$ cat src/rtl/fifo.sv
// Single-clock 8 x 24-bit synchronous FIFO with Empty/Full/AlmostEmpty/AlmostFull flags and a read-side flush.
// Optional macro FIFO_OUTREG_EN adds an output register after the read register, giving two cycles of read latency.
module fifo #(
    parameter int DATA_WIDTH = 24,
    parameter int DEPTH      = 8,
    parameter int AE_LEVEL   = 1,
    parameter int AF_LEVEL   = 7
) (
    input  logic                  clk,
    input  logic                  reset,
    input  logic [DATA_WIDTH-1:0] Data,
    input  logic                  WrEn,
    input  logic                  RdEn,
    input  logic                  RPReset,
    output logic [DATA_WIDTH-1:0] Q,
    output logic                  Empty,
    output logic                  Full,
    output logic                  AlmostEmpty,
    output logic                  AlmostFull
);
    localparam int AW = $clog2(DEPTH);
    localparam int CW = AW + 1;
    localparam logic [CW-1:0] DEPTH_C = CW'(DEPTH);
    localparam logic [CW-1:0] AE_C    = CW'(AE_LEVEL);
    localparam logic [CW-1:0] AF_C    = CW'(AF_LEVEL);

    logic [DATA_WIDTH-1:0] mem [DEPTH];

    logic [AW-1:0]         wr_ptr_q, wr_ptr_d;
    logic [AW-1:0]         rd_ptr_q, rd_ptr_d;
    logic [CW-1:0]         count_q, count_d;
    logic [DATA_WIDTH-1:0] rd_data_q, rd_data_d;
    logic                  wr_accept;
    logic                  rd_accept;

    // Flags decode the registered count, so acceptance always uses the pre-edge state.
    assign Empty       = (count_q == '0);
    assign Full        = (count_q == DEPTH_C);
    assign AlmostEmpty = (count_q <= AE_C);
    assign AlmostFull  = (count_q >= AF_C);

    always_comb begin
        wr_accept = WrEn && !Full && !RPReset;
        rd_accept = RdEn && !Empty && !RPReset;
        wr_ptr_d  = wr_ptr_q;
        rd_ptr_d  = rd_ptr_q;
        count_d   = count_q;
        rd_data_d = rd_data_q;
        if (RPReset) begin
            rd_ptr_d = wr_ptr_q;
            count_d  = '0;
        end else begin
            if (wr_accept) begin
                wr_ptr_d = wr_ptr_q + 1'b1;
            end
            if (rd_accept) begin
                rd_ptr_d  = rd_ptr_q + 1'b1;
                rd_data_d = mem[rd_ptr_q];
            end
            case ({wr_accept, rd_accept})
                2'b10:   count_d = count_q + 1'b1;
                2'b01:   count_d = count_q - 1'b1;
                default: count_d = count_q;
            endcase
        end
    end

    // Storage is never reset; a read and write never share an address in the same cycle.
    always_ff @(posedge clk) begin
        if (wr_accept && !reset) begin
            mem[wr_ptr_q] <= Data;
        end
    end

    always_ff @(posedge clk) begin
        if (reset) begin
            wr_ptr_q  <= '0;
            rd_ptr_q  <= '0;
            count_q   <= '0;
            rd_data_q <= '0;
        end else begin
            wr_ptr_q  <= wr_ptr_d;
            rd_ptr_q  <= rd_ptr_d;
            count_q   <= count_d;
            rd_data_q <= rd_data_d;
        end
    end

`ifdef FIFO_OUTREG_EN
    logic                  rd_valid_q, rd_valid_d;
    logic [DATA_WIDTH-1:0] q_out_q, q_out_d;

    // The output stage only advances behind an accepted read; a flush freezes it.
    always_comb begin
        rd_valid_d = rd_accept;
        q_out_d    = q_out_q;
        if (rd_valid_q && !RPReset) begin
            q_out_d = rd_data_q;
        end
    end

    always_ff @(posedge clk) begin
        if (reset) begin
            rd_valid_q <= 1'b0;
            q_out_q    <= '0;
        end else begin
            rd_valid_q <= rd_valid_d;
            q_out_q    <= q_out_d;
        end
    end

    assign Q = q_out_q;
`else
    assign Q = rd_data_q;
`endif

endmodule

$ cat config.mk
export PLATFORM = sky130hd
export DESIGN_NAME = fifo
export DESIGN_NICKNAME = d
export VERILOG_FILES = /design/src/rtl/fifo.sv
export SDC_FILE = /design/constraint.sdc
export NUM_CORES = 1
export LEC_CHECK = 0
export ABC_CLOCK_PERIOD_IN_PS = 4100
export BUFFER_PORTS_ARGS = -buffer_cell sky130_fd_sc_hd__buf_2
export CELL_PAD_IN_SITES_DETAIL_PLACEMENT = 1
export CELL_PAD_IN_SITES_GLOBAL_PLACEMENT = 1
export CORE_MARGIN = 1
export CORE_UTILIZATION = 54
export CTS_BUF_LIST = sky130_fd_sc_hd__clkbuf_8
export DETAILED_ROUTE_END_ITERATION = 10
export PLACE_DENSITY = 0.85
export RECOVER_POWER = 50
export REMOVE_ABC_BUFFERS = 1
export SKIP_CTS_REPAIR_TIMING = 1
export SLEW_MARGIN = 25
export SYNTH_ARGS = -nofsm -noshare
export SYNTH_HDL_FRONTEND = slang
export SYNTH_SLANG_ARGS = --single-unit
$ cat constraint.sdc
create_clock -name clk -period 4.1 [get_ports clk]
set_clock_uncertainty 0.1 [all_clocks]
set_input_delay 0.205 -clock clk [delete_from_list [all_inputs] [get_ports clk]]
set_output_delay 0.205 -clock clk [all_outputs]
set_load 0.01 [all_outputs]
After elaboration in Yosys (flattened, before gate mapping)
Memory sizes are Yosys's and may differ from the RTL's. A register that Yosys moved wholly into a read port is not among the register bits.
Index checks and enable logic that the tools add are counted.
{ "word_totals": {"ff_bits": 10, "n_memories": 1, "inputBits": 29, "elab_cells": 34, "ramBits": 192} }
{ "memory_table": {"columns": ["name", "words", "word_bits", "rd", "rd_clocked_by_memory_dff", "wr", "line_no", "text"], "rows": [
  ["mem", 8, 24, 1, 1, 1, "27", "logic [DATA_WIDTH-1:0] mem [DEPTH];"]
]} }
{ "classes": {"n_eq_ne": 3, "bitwise": 1, "mux": 5, "addsub": 4, "reduce_logical": 15, "n_lt_le_gt_ge": 2} }
{ "ops": {"columns": ["op", "n"], "rows": [
  ["$pmux W4 S2", 1],
  ["$add A3 B1 Y3 const B", 2],
  ["$mux W3", 2],
  ["$logic_and A1 B1 Y1", 5],
  ["$add A4 B1 Y4 const B", 1],
  ["$eq A4 B4 Y1 const B", 1],
  ["$ge A4 B3 Y1 const B", 1],
  ["$le A4 B1 Y1 const B", 1],
  ["$logic_not A1 Y1", 4],
  ["$logic_not A4 Y1", 1],
  ["$reduce_and A2 Y1", 2],
  ["$reduce_bool A2 Y1", 2],
  ["$sub A4 B1 Y4 const B", 1],
  ["$eq A2 B1 Y1 const B", 1],
  ["$eq A2 B2 Y1 const B", 1],
  ["$mux W1", 2],
  ["$reduce_or A2 Y1", 1],
  ["$not A1 Y1", 1]
]} }

Depth between registers and ports, before layout
Gate-level depths: netlist of the first run.
{ "logic_depth": {"ltp_word": 7, "ltp_mapped": 12} }

Worst setup path after synthesis of the first run
No wires, ideal clock.
{ "synth_path": {"path_type": "flip-flop to flip-flop", "from": "reg count_q[0]", "to": "mem mem[1][0] (enable)", "slack_ns": 0.549, "period_less_slack_ns": 3.551, "n_path_buf": 0, "t_arrival_ns": 3.016, "stages_incl_launch_ff": 7, "cell_sequence": "dfxtp_1 inv_1 ha_1 nand3b_1 nand3b_1 or3_4 nor3_1"} }
{ "synth_via": {"elab_chain_cells": 7} }
{ "synth_rtl": {"columns": ["item", "line_no", "text"], "rows": [
  ["from (decl)", "31", "logic [CW-1:0] count_q, count_d;"],
  ["from (signal assigned)", "84", "count_q <= count_d;"],
  ["$eq A4 B4 Y1", "38", "assign Full = (count_q == DEPTH_C);"],
  ["$logic_not A1 Y1", "43", "wr_accept = WrEn && !Full && !RPReset;"],
  ["$logic_and A1 B1 Y1 (2 in a row)", "43", null],
  ["$logic_and A1 B1 Y1", "70", "if (wr_accept && !reset) begin"],
  ["$mux W1", "70", null],
  ["$mux W1 (implied by the code)", "71", "mem[wr_ptr_q] <= Data;"],
  ["to (decl)", "27", null]
]} }
No other way between the ends.

Worst setup path in the final report of the first run
{ "layout_path": {"from": "reg count_q[0]", "to": "mem mem[3][21] (enable)"} }
The elaborated chain is that of the path after synthesis.

==> results summary, run 1 <==
Static timing analysis puts the maximum clock frequency at between 300 and 400 MHz. Along the worst path, the maximum fanout reaches 13. In this run the worst setup path terminates at mem[3][21]. The horizontal die dimension is 129.2 µm. The critical path launch point is count_q[0]. The startpoint identified for the worst register-to-register timing path is count_q[0]. The simple logic cell fraction of the synthesized area came out at 5.155%. Headroom to the max-slew limit came out at 39.39%. For flop-to-flop paths, the worst setup slack is 1.07 ns. Summed over all failing endpoints, the final setup total negative slack is 0 ns. The power per standard cell area is 452.7 mW/mm². The fraction of the mapped netlist area in adder cells is under 10%. STA classifies the critical path endpoint as a register.

After legalization and detailed placement, the total HPWL measured between 10 and 15 mm. The xor and xnor fraction of the mapped netlist area is 0.8018%. The worst-case IR drop observed on VDD is 0.0002779 V. In the synthesized netlist, the cells that appear most often are edfxtp_1 (192), mux2i_1 (50), dfxtp_1 (34), nor2_1 (34), nor3_1 (29). The path class of the tightest hold or removal check is input pin to register. The pin count of the biggest net entering global routing came out at 38. The clock-pin slew of the registers on the worst-case setup and hold paths is roughly 0.05 ns. Counting flops with a built-in enable in the synthesized netlist gives 192. The final number of setup-violating endpoints is 0. The floorplan step set the die height to 129.2 µm. The portion of synthesized area spent on multiplexers is 12.13%. On the critical path, the stage with the largest delay is an instance of nor2_2. The number of placed I/O pins is 57. The worst hold slack after final layout came out at 0.03321 ns. Setup repair after global routing left no endpoint under its margin. The number of max-slew violations in the final report came out at 0. The critical path runs through a total of 7 cells. The total cell area at the placement stage came out at a little over 0.009 mm². The largest delay contributor family on the critical path is simple AND/OR/NAND/NOR gates. The antenna diode count came out at 0.

The number of sinks handled by clock tree synthesis came out at 226. The slew at the pin closest to its max-slew limit is 0.9070 ns. The share of async-settable or async-resettable flops after synthesis is 0%.

The synthesis-to-layout area growth is 15.41%. The H-tree level count came out at 2. The number of antenna violations at the first check in global routing came out at 0. Among all flip-flop cells after synthesis, the most frequent one is edfxtp_1. The clock latency reported for the late side of the worst-skew pair came out at 0.52 ns. The DRC violation total after the first TritonRoute iteration came out at between 300 and 400. After filler insertion, the fill cell instance count of the layout stands at 1417.

The data required time of the worst path is 4.21 ns. The wire length reported by the detailed router came out at 20.03 mm. The final-stage net count is 635. The start-to-end type of the worst setup path is register to register.

Summed over all layers, the global routing overflow is 0. The max-cap violation count is 0. The share of the cycle needed by the critical path after routing is 73.82%. In this run the critical register-to-register path is captured at mem[3][21].

The gate count after technology mapping is 494. Global routing used 24.95% of the available tracks. The initial core utilization is 55.21%. The mapped netlist covers 0.008738 mm². The area of the die came out at approximately 0.017 mm².

Summing the sequential cell areas from Yosys gives 73.77% of the chip area. The tree is rooted in a clkbuf_8. The synthesized design devotes to its leading area cell type 65.98% of total area. The shortest period the worst path allows came out at around 3.0 ns. The post-layout worst setup margin came out at 1.073 ns. Routability-driven placement finished with a final weighted congestion of 0.7626. The DRC violation count after routing is 0.

The fraction of the mapped netlist area in compound gates came out at around 4.5%. The number of buffers added by the clock tree synthesis step came out at 37. By area, the combinational part of the netlist is dominated by multiplexers. The post-route netlist has 16.32% of its cells at a drive strength greater than 1. The core footprint came out at 0.01583 mm². The count of buffers added on input and output ports is 56. edfxtp_1 takes more of the synthesized area than any other cell. The arrival time of the worst setup path is ~3.1 ns.

TritonCTS built the clock tree. The final number of hold-violating endpoints was 0. The first-pass detailed-route iteration total came out at 5. STA classifies the critical path startpoint as a register. The number of unique standard cell types used by synthesis came out at 39.

The via count of the first global-routing pass came to 5236. The pre-CTS setup slack came out at 1.088 ns. The critical path goes through inv_1, ha_1, nand3b_1, nand3b_1, or3_4, nor2_2, buf_4. Each instance of the synthesized netlist takes up on average 17.69 µm². The number of instances in the placed design is 751. The largest buffer count on any clock path came out at 3. The finished cells cover roughly 0.010 mm². By instance count, the leading cell after synthesis is edfxtp_1. The stage delay of the slowest cell on the critical path came out at between 0.6 and 0.7 ns.

The static leakage power is 3.325 nW. The flip-flop and latch count after synthesis came out at 226. The floorplan has 46 rows.

The run finished with clean final reports. The detailed-route wire length per cell is 23.82 µm. For this run, the number of Yosys warnings is 0. The via density per instance is 5.841. After layout, the design draws a total of 4.565 mW. The number of standard cells in the layout, taps in and fillers out is between 800 and 900. The total via count in the routed design came out at around 4.9k. After synthesis, the cell types taking the most area are edfxtp_1 (66%), dfxtp_1 (7.8%), mux2i_1 (5.7%). Measured in cells, the most critical reg-to-reg path has a length of 7. The final design utilization is 63.72%. The first global-routing pass estimated 29.93 mm of wire. The number of buffers and inverters on the critical path is 2. The cell that appears most often on the critical path is nand3b_1.

The remaining antenna violation count is 0.
cell type report:
cell class / count / area (µm²) / share of cell area [%]
flip-flops and latches: 226 / 6451 / 63.97
inverters: 7 / 26.28 / 0.2605
repair buffers: 96 / 580.6 / 5.757
multi-input cells: 231 / 2092 / 20.74
clock buffers: 39 / 536.8 / 5.323
well taps: 216 / 270.3 / 2.680
clock inverters: 26 / 127.6 / 1.266
state kept, by name, summed over array words and instances, names as in the netlist:
| signal | cells |
|---|---|
| Q | 24 |
| count_q | 4 |
| mem | 192 |
| rd_ptr_q | 3 |
| wr_ptr_q | 3 |
worst reg2reg max path: stages (launching register included):
cell	delay [ns]
dfxtp_1	0.44
inv_1	0.11
ha_1	0.22
nand3b_1	0.16
nand3b_1	0.21
or3_4	0.42
nor2_2	0.69
buf_4	0.37
cell families after synthesis:
family | count (synthesis)
AND/OR/NAND/NOR | 86
multiplexers | 74
buffers and inverters | 37
flip-flops | 226
adder cells (fa/ha/maj) | 7
XOR/XNOR | 8
AO/OA/AOI/OAI | 56
power by group:
part	internal, mW	switching, mW
logic	0.106	0.160
registers	2.52	0.0223
clock network	0.936	0.824
cell usage in the layout, fill, tap and decap left out, drive strengths merged, types with 3 or more instances in the layout:
| cell type | instances |
|---|---|
| nor2 | 36 |
| mux2i | 50 |
| xnor2 | 6 |
| buf | 21 |
| clkbuf | 89 |
| ha | 7 |
| a21oi | 3 |
| nor3 | 32 |
| a211oi | 25 |
| clkinv | 5 |
| edfxtp | 192 |
| inv | 26 |
| nand2 | 3 |
| dfxtp | 34 |
| o22ai | 24 |
| mux4 | 24 |
| dlygate4sd3 | 25 |
| nand3b | 3 |
metal layers:
| metal | track usage [%] | up-vias | wire [µm] |
|---|---|---|---|
| met1 | 30.99 | 2535 | 8194 |
| li1 | - | 2171 | - |
| met2 | 42.66 | 156 | 10310 |
| met4 | 11.97 | 0 | 575 |
| met5 | 0 | - | 0 |
| met3 | 4.418 | 50 | 950 |
worst min-delay path by stage:
stage | start | end | slack [ns] | cells after the start
global route | WrEn | wr_ptr_q[2] | 0.08 | 4
global placement | Data[18] | mem[2][18] | 0.37 | 1
floorplan | RPReset | count_q[3] | 0.17 | 1
finish | WrEn | wr_ptr_q[2] | 0.03 | 4
detailed placement | Q[8] | Q[8] | 0.38 | 2
CTS | Data[8] | mem[0][8] | -0.18 | 1
(Power assumes the default switching activity.)
==> inputs of run 2 (changes only) <==
--- a/config.mk
+++ b/config.mk
@@ -5,15 +5,16 @@
 export SDC_FILE = /design/constraint.sdc
 export NUM_CORES = 1
 export LEC_CHECK = 0
-export ABC_CLOCK_PERIOD_IN_PS = 4100
+export ABC_AREA = 1
+export ABC_CLOCK_PERIOD_IN_PS = 2600
 export BUFFER_PORTS_ARGS = -buffer_cell sky130_fd_sc_hd__buf_2
 export CELL_PAD_IN_SITES_DETAIL_PLACEMENT = 1
 export CELL_PAD_IN_SITES_GLOBAL_PLACEMENT = 1
 export CORE_MARGIN = 1
-export CORE_UTILIZATION = 54
+export CORE_UTILIZATION = 45
 export CTS_BUF_LIST = sky130_fd_sc_hd__clkbuf_8
 export DETAILED_ROUTE_END_ITERATION = 10
-export PLACE_DENSITY = 0.85
+export PLACE_DENSITY = 0.82
 export RECOVER_POWER = 50
 export REMOVE_ABC_BUFFERS = 1
 export SKIP_CTS_REPAIR_TIMING = 1
==> constraint.sdc (replaced) <==
create_clock -name clk -period 2.6 [get_ports clk]
set_clock_uncertainty 0.1 [all_clocks]
set_input_delay 0.13 -clock clk [delete_from_list [all_inputs] [get_ports clk]]
set_output_delay 0.13 -clock clk [all_outputs]
set_load 0.01 [all_outputs]
==> run 2 against run 1 <==
  * Routed wire length rose by 28%
  * Total power rose by 66%
  * Via count increased by 46%
  * Worst hold slack better by 0.27 ns
  * First-iteration DRC count grew 2.7%
  * Cell area up 13%
  * Clock power grew 73%
  * Critical endpoint is now mem[5][10]
  * Core utilization is 9.9 points lower
  * Combinational power grew 93%
  * Non-clock buffer count rose by 13
  * Final cell count up 70%
==> results summary, run 2 <==
The cell count along the critical path is 8 (+1). The arrival time of the worst setup path came out at 2.47 ns (-0.66 ns). STA classifies the critical path endpoint as a register. The number of port buffers was 56 (unchanged). The number of unique standard cell types used by synthesis came out at 23 (-41%).

The H-tree level count came to 2 (unchanged). The DRC violation count after routing came to 0 (unchanged). In the post-synthesis netlist, the biggest area contributors are edfxtp_1 (59%), nand2_1 (11%), inv_1 (8.9%). The via count of the first global-routing pass came out at 7367 (+41%).

The flow ran to the end, and the final reports show no timing, DRC or antenna violations. The first-pass detailed-route iteration total was 5 (unchanged). The global-route wire length before repair is 39.63 mm (+32%). The total number of yosys warnings is 0 (unchanged).

The row count is 53 (+15%). The DRC violation total after the first TritonRoute iteration came out at 337 (+2.7%). The max-cap violation count is 0 (unchanged). The mean instance size in the synthesized netlist was 9.686 µm² (-45%). The largest buffer count on any clock path is 3 (unchanged). The overall track demand over capacity in global routing came out at 23.71% (-1.2 points). The core footprint came to 0.02122 mm² (+34%). The post-synthesis cell area was 0.009841 mm² (+13%). The data required time of the worst path is 2.73 ns (-1.48 ns). The share of async-settable or async-resettable flops after synthesis came out at 0% (unchanged).

In this design, the largest share of critical-path delay is due to simple AND/OR/NAND/NOR gates. The number of sinks handled by clock tree synthesis came out at 226 (unchanged). The power per standard cell area is 663.3 mW/mm² (+47%).

The synthesis-to-layout area growth is 15.98%. In this run the worst hold path is classified as input pin to register. The dominant register cell in the synthesized netlist is edfxtp_1. The static leakage power came out at 5.107 nW (+54%). The total via count in the routed design is 7149 (+46%).

The final number of hold-violating endpoints came out at 0 (unchanged). The total non-filler cell area in the finished layout is 0.01141 mm² (+13%). The worst reg-to-reg setup slack was 0.26 ns (-0.81 ns).

The area of the die is 0.02246 mm² (+35%). The proportion of synthesized chip area in sequential cells is 65.51% (-8.3 points). The shortest period the worst path allows is 2.339 ns (-0.6876 ns). The achievable frequency is 427.5 MHz (+29%). The path depth of the worst reg2reg path is 8 (+1).

The worst voltage drop across the vdd grid was 0.0006034 V (+120%). In this run the worst setup path terminates at mem[5][10]. The worst setup path is launched from a register.

The total cell area at the placement stage is 0.01045 mm² (+13%). The gate count after technology mapping came out at 1016 (+110%). The critical path launch point is count_q[1]. In the layout the commonest cells are nand2_1 (286), inv_1 (242), edfxtp_1 (192), nand3_1 (146), clkbuf_1 (50). The startpoint identified for the worst hold timing path is reset. The final number of setup-violating endpoints is 0 (unchanged). The number of antenna violations at the first check in global routing came out at 0 (unchanged).

The clock-pin slew of the registers on the worst-case setup and hold paths is 0.06 ns (about the same). The highest fanout seen on the critical path came out at 11 (-2). edfxtp_1 takes more of the synthesized area than any other cell. The wire length reported by the detailed router was 25.58 mm (+28%). The number of buffers and inverters on the critical path came to 2 (unchanged). The slew at the pin closest to its max-slew limit came out at 0.8719 ns (-0.03510 ns). The proportion of layout cells with a drive suffix above 1 is 8.673% (-7.6 points). The worst max-slew margin expressed relative to the limit came out at 41.87% (+2.5 points).

The number of max-slew violations in the final report came out at 0 (unchanged). The clock latency reported for the late side of the worst-skew pair came out at 0.54 ns (+0.02 ns). The antenna diode count is 0 (unchanged). The final-stage net count came out at 1159 (+83%). TritonCTS built the clock tree.

The pin count of the biggest net entering global routing came out at 97 (+160%). nand2_1 is the most common cell in the netlist. The flip-flop and latch count after synthesis came out at 226 (unchanged). The cell sitting at the root of the clock tree is a clkbuf_8. The HPWL after detailed placement came out at 15.67 mm (+35%). The count of flip-flops with a built-in enable after synthesis is 192 (unchanged). The global route total overflow was 0 (unchanged).

The chip height was 149.9 µm (+16%). Traced cell by cell, the critical path runs through inv_1, ha_1, nand3_1, nand3_2, nor2_1, nand2_1, nor2_2, buf_4. The number of buffers added by the clock tree synthesis step is 39 (+5.4%). Setup repair after global routing left no endpoint under its margin. The stage delay of the slowest cell on the critical path came to 0.39 ns (-0.30 ns).

The critical path's slowest cell is dfxtp_1. Leaving out fill and tap cells, the most frequent cell in the layout is nand2_1. By count the netlist is led by nand2_1 (286), inv_1 (233), edfxtp_1 (192).

Ranked by flip-flop count, first place goes to mem. The initial core utilization came out at 46.37% (-8.8 points). The area share of the largest cell type after synthesis is 58.59% (-7.4 points). The number of placed I/O pins is 57 (unchanged).

The horizontal die dimension came out at 149.9 µm (+16%). The worst setup path is of the register to register kind. The start of the worst register-to-register path is count_q[1]. The pre-CTS setup slack was 0.2960 ns (-0.7917 ns). The final design utilization is 53.79% (-9.9 points). The via density per instance is 5.006 (-14%). The routability congestion estimate is 0.8118 (+6.5%).

The post-layout worst setup margin came out at 0.2610 ns (-0.8124 ns). The detailed-route wire length per cell is 17.91 µm (-25%). The share of the cycle needed by the critical path after routing is 89.96% (+16 points). The flip-flop count of the largest register, all copies and words added was 192 (unchanged). The remaining antenna violation count is 0 (unchanged). In this run the critical register-to-register path is captured at mem[5][10].
[run 2: cell types whose count changed in the layout (fill, tap and decap cells not counted), moves of 17 or more]
cell / before / now
nand2_1: 3 / 286
nor3_1: 27 / 1
a211oi_1: 23 / 0
inv_1: 25 / 242
nand3_1: 2 / 146
mux2i_1: 50 / 0
a21oi_1: 3 / 33
nor2_1: 28 / 11
o22ai_1: 24 / 0
mux4_2: 19 / 0
[run 2: kinds of logic (layout without fill, tap and decap cells)]
family | Yosys count | count (layout) | share of synthesized area, %
AOI/OAI and AO/OA | 43 | 43 | 2.251
xor gates and xnor gates | 3 | 3 | 0.2671
adders and majority gates | 7 | 7 | 0.8900
buffers and inverters | 280 | 417 | 11.62
DFF | 226 | 226 | 65.51
and+or+nand+nor | 457 | 457 | 19.47
[run 2: metrics by stage]
stage | setup TNS (ns) | hold slack [ns] | power, mW | std cells
6_report | 0 | 0.2982 | 7.571 | 1428
5_1_grt | 0 | 0.3067 | 7.847 | 1428
2_1_floorplan | -44.33 | 0.09907 | 4.347 | 973
3_3_place_gp | 0 | 0.3093 | 4.549 | 1328
4_1_cts | 0 | -0.2623 | 7.605 | 1399
3_5_place_dp | 0 | 0.3081 | 4.571 | 1328
[run 2: worst min-delay path by stage]
stage | slack, ns | end | cells after the start
finish | 0.30 | rd_ptr_q[0] | 3
detailed placement | 0.31 | rd_ptr_q[0] | 2
floorplan | 0.1 | rd_ptr_q[0] | 1
CTS | -0.26 | rd_ptr_q[0] | 2
global placement | 0.31 | rd_ptr_q[0] | 2
global route | 0.31 | rd_ptr_q[0] | 3
[run 2: worst reg2reg max path, stage by stage, from the launching register on]
cell and delay, ns:
dfxtp_1 0.39, inv_1 0.11, ha_1 0.23, nand3_1 0.15, nand3_2 0.16, nor2_1 0.22, nand2_1 0.21, nor2_2 0.20
buf_4 0.26
[run 2: power by group]
| part | switching (mW) | internal, mW |
|---|---|---|
| clock network | 1.47 | 1.58 |
| logic | 0.349 | 0.165 |
| registers | 0.0370 | 3.97 |
[run 2: cell type report]
type                            instances  area [µm²]
Clock buffer                           45       619.3
Fill cell                            2416        9807
Inverter                              237       889.6
Sequential cell                       226        6449
Multi-Input combinational cell        510        2271
Timing Repair Buffer                  109       725.7
Clock inverter                         26       115.1
Tap cell                              275       344.1
[run 2: routing by layer]
metal / global-route usage [%] / up-vias / wire length, µm
li1: - / 3418 / -
met1: 26.76 / 3493 / 10030
met2: 43.47 / 175 / 13580
met3: 4.207 / 63 / 1130
met4: 10.56 / 0 / 834
met5: 0 / - / 0
